`config.mk`:
```
export PLATFORM = sky130hd
export DESIGN_NAME = serial_adder
export DESIGN_NICKNAME = d
export VERILOG_FILES = /design/src/rtl/serial_arith_pkg.sv /design/src/rtl/full_adder_cell.sv /design/src/rtl/serial_adder.sv
export SDC_FILE = /design/constraint.sdc
export NUM_CORES = 1
export LEC_CHECK = 0
export CORE_ASPECT_RATIO = 2
export CORE_MARGIN = 4
export CORE_UTILIZATION = 51
export CTS_CLUSTER_SIZE = 40
export DETAILED_ROUTE_END_ITERATION = 12
export GPL_TIMING_DRIVEN = 0
export PLACE_DENSITY = 0.76
export SYNTH_ARGS = -nofsm -noshare
export SYNTH_HDL_FRONTEND = slang
export SYNTH_HIERARCHICAL = 1
export SYNTH_SLANG_ARGS = --single-unit
```
`constraint.sdc`:
```
create_clock -name clk -period 1.7 [get_ports clk]
set_clock_uncertainty 0.05 [all_clocks]
set_input_delay 0.34 -clock clk [delete_from_list [all_inputs] [get_ports clk]]
set_output_delay 0.34 -clock clk [all_outputs]
set_load 0.05 [all_outputs]
```
`src/rtl/serial_arith_pkg.sv`:
```
// Shared types and helpers for the bit-serial arithmetic blocks.
// Holds the controller state encoding and the bit-counter width helper.
package serial_arith_pkg;

   typedef enum logic [1:0] {
      IDLE = 2'd0,
      RUN  = 2'd1,
      DONE = 2'd2
   } state_e;

   // Counter must index bits 0..width-1; never narrower than one bit.
   function automatic int cnt_width(input int width);
      return (width <= 2) ? 1 : $clog2(width);
   endfunction

endpackage

```
`src/rtl/full_adder_cell.sv`:
```
// Single-bit full adder; the only arithmetic cell of the serial adder.
module full_adder_cell (
   input  logic a,
   input  logic b,
   input  logic cin,
   output logic s,
   output logic cout
);

   assign s    = a ^ b ^ cin;
   assign cout = (a & b) | ((a ^ b) & cin);

endmodule

```
`src/rtl/serial_adder.sv`:
```
// Bit-serial adder/subtractor: LSB-first, one bit per clock through one
// full-adder cell, with start/busy/done handshake and signed overflow.
//
//   state | meaning
//   ------+-------------------------------------------------------------
//   IDLE  | waiting for start; operands latched on the accepting edge
//   RUN   | one bit per edge, WIDTH edges; outputs hold previous result
//   DONE  | result registers loaded, done high for this single cycle
module serial_adder
   import serial_arith_pkg::*;
#(
   parameter int WIDTH = 8
) (
   input  logic             clk,
   input  logic             rst_n,
   input  logic             start,
   input  logic [WIDTH-1:0] a,
   input  logic [WIDTH-1:0] b,
   input  logic             cin,
   input  logic             sub,
   output logic             busy,
   output logic             done,
   output logic [WIDTH-1:0] sum,
   output logic             cout,
   output logic             overflow
);

   localparam int            CW   = cnt_width(WIDTH);
   localparam logic [CW-1:0] LAST = CW'(WIDTH - 1);

   if (WIDTH < 2 || WIDTH > 64) begin : g_width_check
      $error("serial_adder: WIDTH must be within 2..64");
   end

   state_e           state_q;
   logic [WIDTH-1:0] ra_q;
   logic [WIDTH-1:0] rb_q;
   logic [WIDTH-1:0] res_q;
   logic [WIDTH-1:0] res_d;
   logic             carry_q;
   logic             carry_d;
   logic             fa_s;
   logic [CW-1:0]    cnt_q;
   logic             busy_q;
   logic             done_q;
   logic [WIDTH-1:0] sum_q;
   logic             cout_q;
   logic             ovf_q;

   full_adder_cell u_fa (
      .a    (ra_q[0]),
      .b    (rb_q[0]),
      .cin  (carry_q),
      .s    (fa_s),
      .cout (carry_d)
   );

   assign res_d = {fa_s, res_q[WIDTH-1:1]};

   always_ff @(posedge clk) begin
      if (!rst_n) begin
         state_q <= IDLE;
         ra_q    <= '0;
         rb_q    <= '0;
         res_q   <= '0;
         carry_q <= 1'b0;
         cnt_q   <= '0;
         busy_q  <= 1'b0;
         done_q  <= 1'b0;
         sum_q   <= '0;
         cout_q  <= 1'b0;
         ovf_q   <= 1'b0;
      end else begin
         case (state_q)
            IDLE: begin
               done_q <= 1'b0;
               if (start) begin
                  // Subtraction as A + ~B + 1, with the borrow-in folded into the +1.
                  ra_q    <= a;
                  rb_q    <= b ^ {WIDTH{sub}};
                  carry_q <= cin ^ sub;
                  cnt_q   <= '0;
                  busy_q  <= 1'b1;
                  state_q <= RUN;
               end
            end
            RUN: begin
               ra_q    <= {1'b0, ra_q[WIDTH-1:1]};
               rb_q    <= {1'b0, rb_q[WIDTH-1:1]};
               res_q   <= res_d;
               carry_q <= carry_d;
               if (cnt_q == LAST) begin
                  // carry_q is still the carry into the MSB on this edge.
                  sum_q   <= res_d;
                  cout_q  <= carry_d;
                  ovf_q   <= carry_q ^ carry_d;
                  done_q  <= 1'b1;
                  state_q <= DONE;
               end else begin
                  cnt_q <= cnt_q + 1'b1;
               end
            end
            DONE: begin
               done_q  <= 1'b0;
               busy_q  <= 1'b0;
               state_q <= IDLE;
            end
            default: begin
               done_q  <= 1'b0;
               busy_q  <= 1'b0;
               state_q <= IDLE;
            end
         endcase
      end
   end

   assign busy     = busy_q;
   assign done     = done_q;
   assign sum      = sum_q;
   assign cout     = cout_q;
   assign overflow = ovf_q;

endmodule

```
; ---- Word level (Yosys, flattened, before mapping)
; Cells that the tools add are included.
[word_totals]
register_bits = 42
inputBits = 21
output_inout_bits = 12
word_cells = 48
[op_classes]
add_sub_neg = 1
n_eq_ne = 5
n_mux = 14
n_bitwise = 9
n_reduce_logical = 8
[op_table]
columns = cell, n
row1 = $pmux 8 s2, 2
row2 = $mux 8, 2
row3 = $reduce_and 2->1, 5
row4 = $xor 8x8->8, 1
row5 = $mux 3, 2
row6 = $ne 2x2->1 const B, 3
row7 = $pmux 3 s2, 1
row8 = $mux 2, 2
row9 = $pmux 1 s2, 2
row10 = $pmux 2 s2, 1
row11 = $xor 1x1->1, 4
row12 = $add 3x1->3 const B, 1
row13 = $eq 3x3->1 const B, 1
row14 = $reduce_and 3->1, 1
row15 = $and 1x1->1, 2
row16 = $eq 2x1->1 const B, 1
row17 = $logic_not 2->1, 1
row18 = $mux 1, 2
row19 = $reduce_bool 2->1, 1
row20 = $not 1->1, 1
row21 = $or 1x1->1, 1

; ---- Longest topological paths before layout
[logic_depth]
word_depth = 4
ltp_mapped = 6
mapped_depth_nobuf = 5

; ---- Cells and area by module
; Netlist, hierarchy kept.
[modules_own_cells]
columns = mod, instances, cells_each, area_each_um2, seq_area_each_um2
row1 = serial_adder, 1, 193, 1788.0, 820.8
row2 = full_adder_cell, 1, 1, 20.0, 0.0

; ---- Worst setup path after synthesis
; OpenSTA, ideal clock, no wires.
[synth_timing]
kind = reg-to-reg
start = register cnt_q[0]
end = register ovf_q (netlist: overflow)
setup_time_ns = 0.116
arrival_time_ns = 1.287
required_ns = 1.534
setup_slack_ns = 0.247
stages_incl_launch_ff = 6
n_path_buf = 1
synth_period_minus_slack_ns = 1.453
cell_sequence = dfxtp_1 ha_1 ha_1 and3b_1 buf_4 o211a_1
[synth_via]
elab_chain_len = 2
[synth_lines]
columns = element, line_no
row1 = start: declaration, serial_adder.sv:43  ; logic [CW-1:0] cnt_q;
row2 = start signal: assignment, serial_adder.sv:100  ; cnt_q <= cnt_q + 1'b1;
row3 = $eq 3x3->1, serial_adder.sv:92  ; if (cnt_q == LAST) begin
row4 = $reduce_and 2->1 (no source line), --
row5 = end signal: assignment, serial_adder.sv:96  ; ovf_q <= carry_q ^ carry_d;
row6 = end: declaration, serial_adder.sv:48  ; logic ovf_q;
; No other way between the ends.
; A chain may end at the register's enable or synchronous reset.

; ---- Final worst setup path
[layout_timing]
start = register ovf_q (netlist: overflow)
end = output overflow
[layout_rtl]
columns = element, line_no
row1 = end: declaration, serial_adder.sv:25  ; output logic overflow
; No word-level cell between the ends.

==> flow_summary.toml <==
[outcome]
outcome = "completed"

[clock_tree]
post_cts_resize_count = 12
cts.repair_timing.setup_buffer_count = 0
register_clock_pin_slew_on_the_reported_worst_setup_and_hold_paths_ns = 0.08
cts_made_buffers = 5
cts_hold_buffers = 0
clk_path_buf_depth = 2
number_of_h_tree_branching_levels = 2
clock-sinks = 41
tritoncts_clock_tree = "done"
clockRootBuffer = "clkbuf_8"
insertion_delay_ns = 0.29

[global_route]
first_global_vias = 1510
grt_first_pass_wirelength_mm = 6.63
groute.usage.overall_pct = 18.5
grt_start_max_net_pins = 14
antenna_found_initial = 0
gr-total-overflow = 0

[drt]
avgRoutedWirePerCell_um = 14.4
routed_wl_mm = 4.04
vias_per_cell = 5.34
detailedRoute.firstIterationViolations = 22
ant_nets = 0
vias = 1494
detail_route.first_pass.iterations = 4
drc_errors = 0

[synth]
yosysWarnings = 6
post_synth_design_cell_area_um2 = 1810
synthDominantAreaCellType = "dfxtp_1"
yosysTopAreaCellShare_pct = 45.4
synthTopCellsByArea = "dfxtp_1, nand2_1, a21boi_0, o221a_2, xor2_1"
synth.most_common_cell = "nand2_1"
synth_sequential_area_ratio_pct = 45.4
synth_cell_type_count = 35
ys_ff_latch = 41
synthArstFlopShare_pct = 0
synth_cells = 194
synth_top_flop_cell = "dfxtp_1"
synth-edff-count = 0
syn-num-nets = 218
synth.avg_cell_area_um2 = 9.32
synth_common_cells = "nand2_1, dfxtp_1, a21boi_0"

[power]
power.leakage_nw = 0.912
max-vdd-ir-drop_mv = 0.937
total_power_density_per_cell_area_nw_per_um2 = 933

[placement]
routabilityCongestion = 0.819
placement.io_buffers = 30
place.detailed.instances = 272
detailed_place_hpwl_mm = 3.13

[die]
floorplan.initialDensity_pct = 52.9
num_io_pins = 33
core_area_um2 = 3420
chipHeight_um = 92.2
dieArea_um2 = 4620
placementRows = 30
die_width_um = 50.1

[finish]
final_nets = 255
ratio_of_cells_with_drive_above_1_in_the_final_layout_pct = 12.9
area_growth_syn_to_layout_pct = 25.9
final-seq-area_um2 = 821
num_antenna_cells = 0
area_taken_by_multi_input_logic_gates_um2 = 898
fin_cells = 280
filler_cell_count = 268

[sta]
final.setup.tns_ns = 0
finalMaxSlewViolations = 0
finalHoldWorstSlack_ns = 0.370
grt_setup_unrepaired = "no"
final.period_utilization_pct = 92.6
worst-slew-pin-transition_ns = 0.491
final-hold-violation-count = 0
setup_violating_endpoint_count_in_the_final_report = 0
max-slew-margin-rel_pct = 67.4
post-route-min-period_ns = 1.57
achievable-frequency_mhz = 635

[worst_setup_path]
cpMaxStageDelayCell = "dlygate4sd2_1"
reg2regPathDepth = 6
startpoint = "overflow$_SDFFE_PN0P_"
timing.critical_path.required_ns = 1.31
worst-path-max-fanout = 2
timing.critical_path.to_type = "output pin"
worst-setup-path-type = "register to output pin"
crit-reg2reg-launch = "cnt_q[0]$_SDFFE_PN0P_"
r2r_setup_slack_ns = 0.16
path_delay_family = "buffers and inverters"
cp_cell_sequence = "dlygate4sd2_1"
worst-path-buf-inv = 1
regToRegEndpoint = "sum[0]$_SDFFE_PN0P_"
critPathLaunchType = "register"
arrival_ns = 1.18
critPathMaxStageDelay_ns = 0.54

[hold_path]
worst_hold_path.num_cells = 3
min-delay-path-class = "primary input to register"
hp-start = "rst_n"
worstHoldEndpoint = "cnt_q[0]$_SDFFE_PN0P_"

[run]
drv.max_cap_violation_count = 0
-- through the flow --
| step | power (mW) | worst slack [ns] | cell area [um^2] | util (%) |
|---|---|---|---|---|
| finish | 2.12 | 0.125 | 2280 | 66.6 |
| global route | 2.21 | 0.0686 | 2280 | 66.6 |
| CTS | 2.14 | 0.0979 | 2270 | 66.6 |
| detailed placement | 1.33 | -0.125 | 2170 | 63.5 |
| global placement | 1.32 | -0.122 | 2170 | 63.5 |
| floorplan | 1.24 | 0.247 | 1810 | - |
-- report_power, final --
part           internal, mW  switching (mW)  total, mW
Clock                 0.477           0.337      0.814
Sequential             1.00          0.0261       1.03
Combinational         0.143           0.134      0.278
-- cell families after synthesis --
kind of cell / after synthesis / share of synthesized area [%]
adder cells (fa/ha/maj): 3 / 2.49
buffers and inverters: 15 / 5.05
AND/OR/NAND/NOR: 76 / 19.2
AO/OA/AOI/OAI: 49 / 23.0
flip-flops: 41 / 45.4
XOR/XNOR: 10 / 4.84
-- registers in the layout, indices dropped and copies added, names as in the netlist --
register	flops
ra_q	8
rb_q	8
sum	8
res_q	7
cnt_q	3
state_q	2
busy	1
carry_q	1
cout	1
done	1
overflow	1
-- area by class of cell --
cell class	instances	area share [%]
clock inverter	2	1.65
multi-input combinational	138	39.5
inverter	1	0.165
sequential	41	36.1
timing repair buffer	30	12.5
clock buffer	6	3.63
buffer	14	3.85
tap	48	2.64
-- per-layer routing --
| layer | vias up | track usage [%] | part of all wire (%) |
|---|---|---|---|
| met1 | 707 | 18.3 | 38 |
| met2 | 31 | 34.5 | 57 |
| met5 | - | 0 | 0 |
| met3 | 8 | 3.74 | 3.2 |
| li1 | 748 | - | - |
| met4 | 0 | 9.47 | 2.3 |
-- worst max path at each step --
| stage | endpoint | depth (start not counted) |
|---|---|---|
| 2_1_floorplan | overflow$_SDFFE_PN0P_ | 5 |
| 3_3_place_gp | cnt_q[0]$_SDFFE_PN0P_ | 5 |
| 3_5_place_dp | carry_q$_SDFFE_PN0P_ | 5 |
| 4_1_cts | sum[0]$_SDFFE_PN0P_ | 6 |
| 5_1_grt | sum[0]$_SDFFE_PN0P_ | 6 |
| 6_report | overflow | 1 |
-- layout by cell type, fill, tap and decap left out, drive strengths merged --
cell type | netlist | layout
bufinv | 0 | 1
nand3b | 1 | 1
a21boi | 16 | 16
clkbuf | 4 | 10
o221a | 7 | 7
dfxtp | 41 | 41
o211a | 1 | 1
nor2b | 3 | 3
buf | 10 | 10
nor4bb | 1 | 1
o21bai | 2 | 2
a22o | 2 | 2
o22ai | 3 | 3
nand2 | 51 | 51
o221ai | 5 | 5
clkinvlp | 0 | 1
fa | 1 | 1
inv | 1 | 1
xor2 | 9 | 9
nor2 | 10 | 10
nand2b | 3 | 3
nand3 | 2 | 2
xnor2 | 1 | 1
a21oi | 1 | 1
dlygate4sd2 | 0 | 12
o211ai | 2 | 2
and2 | 2 | 2
ha | 2 | 2
o21ai | 1 | 1
clkdlybuf4s50 | 0 | 18
a2bb2oi | 7 | 7
and3b | 1 | 1
nor3b | 2 | 2
a22oi | 2 | 2
Power figures use the tool's default switching activity.
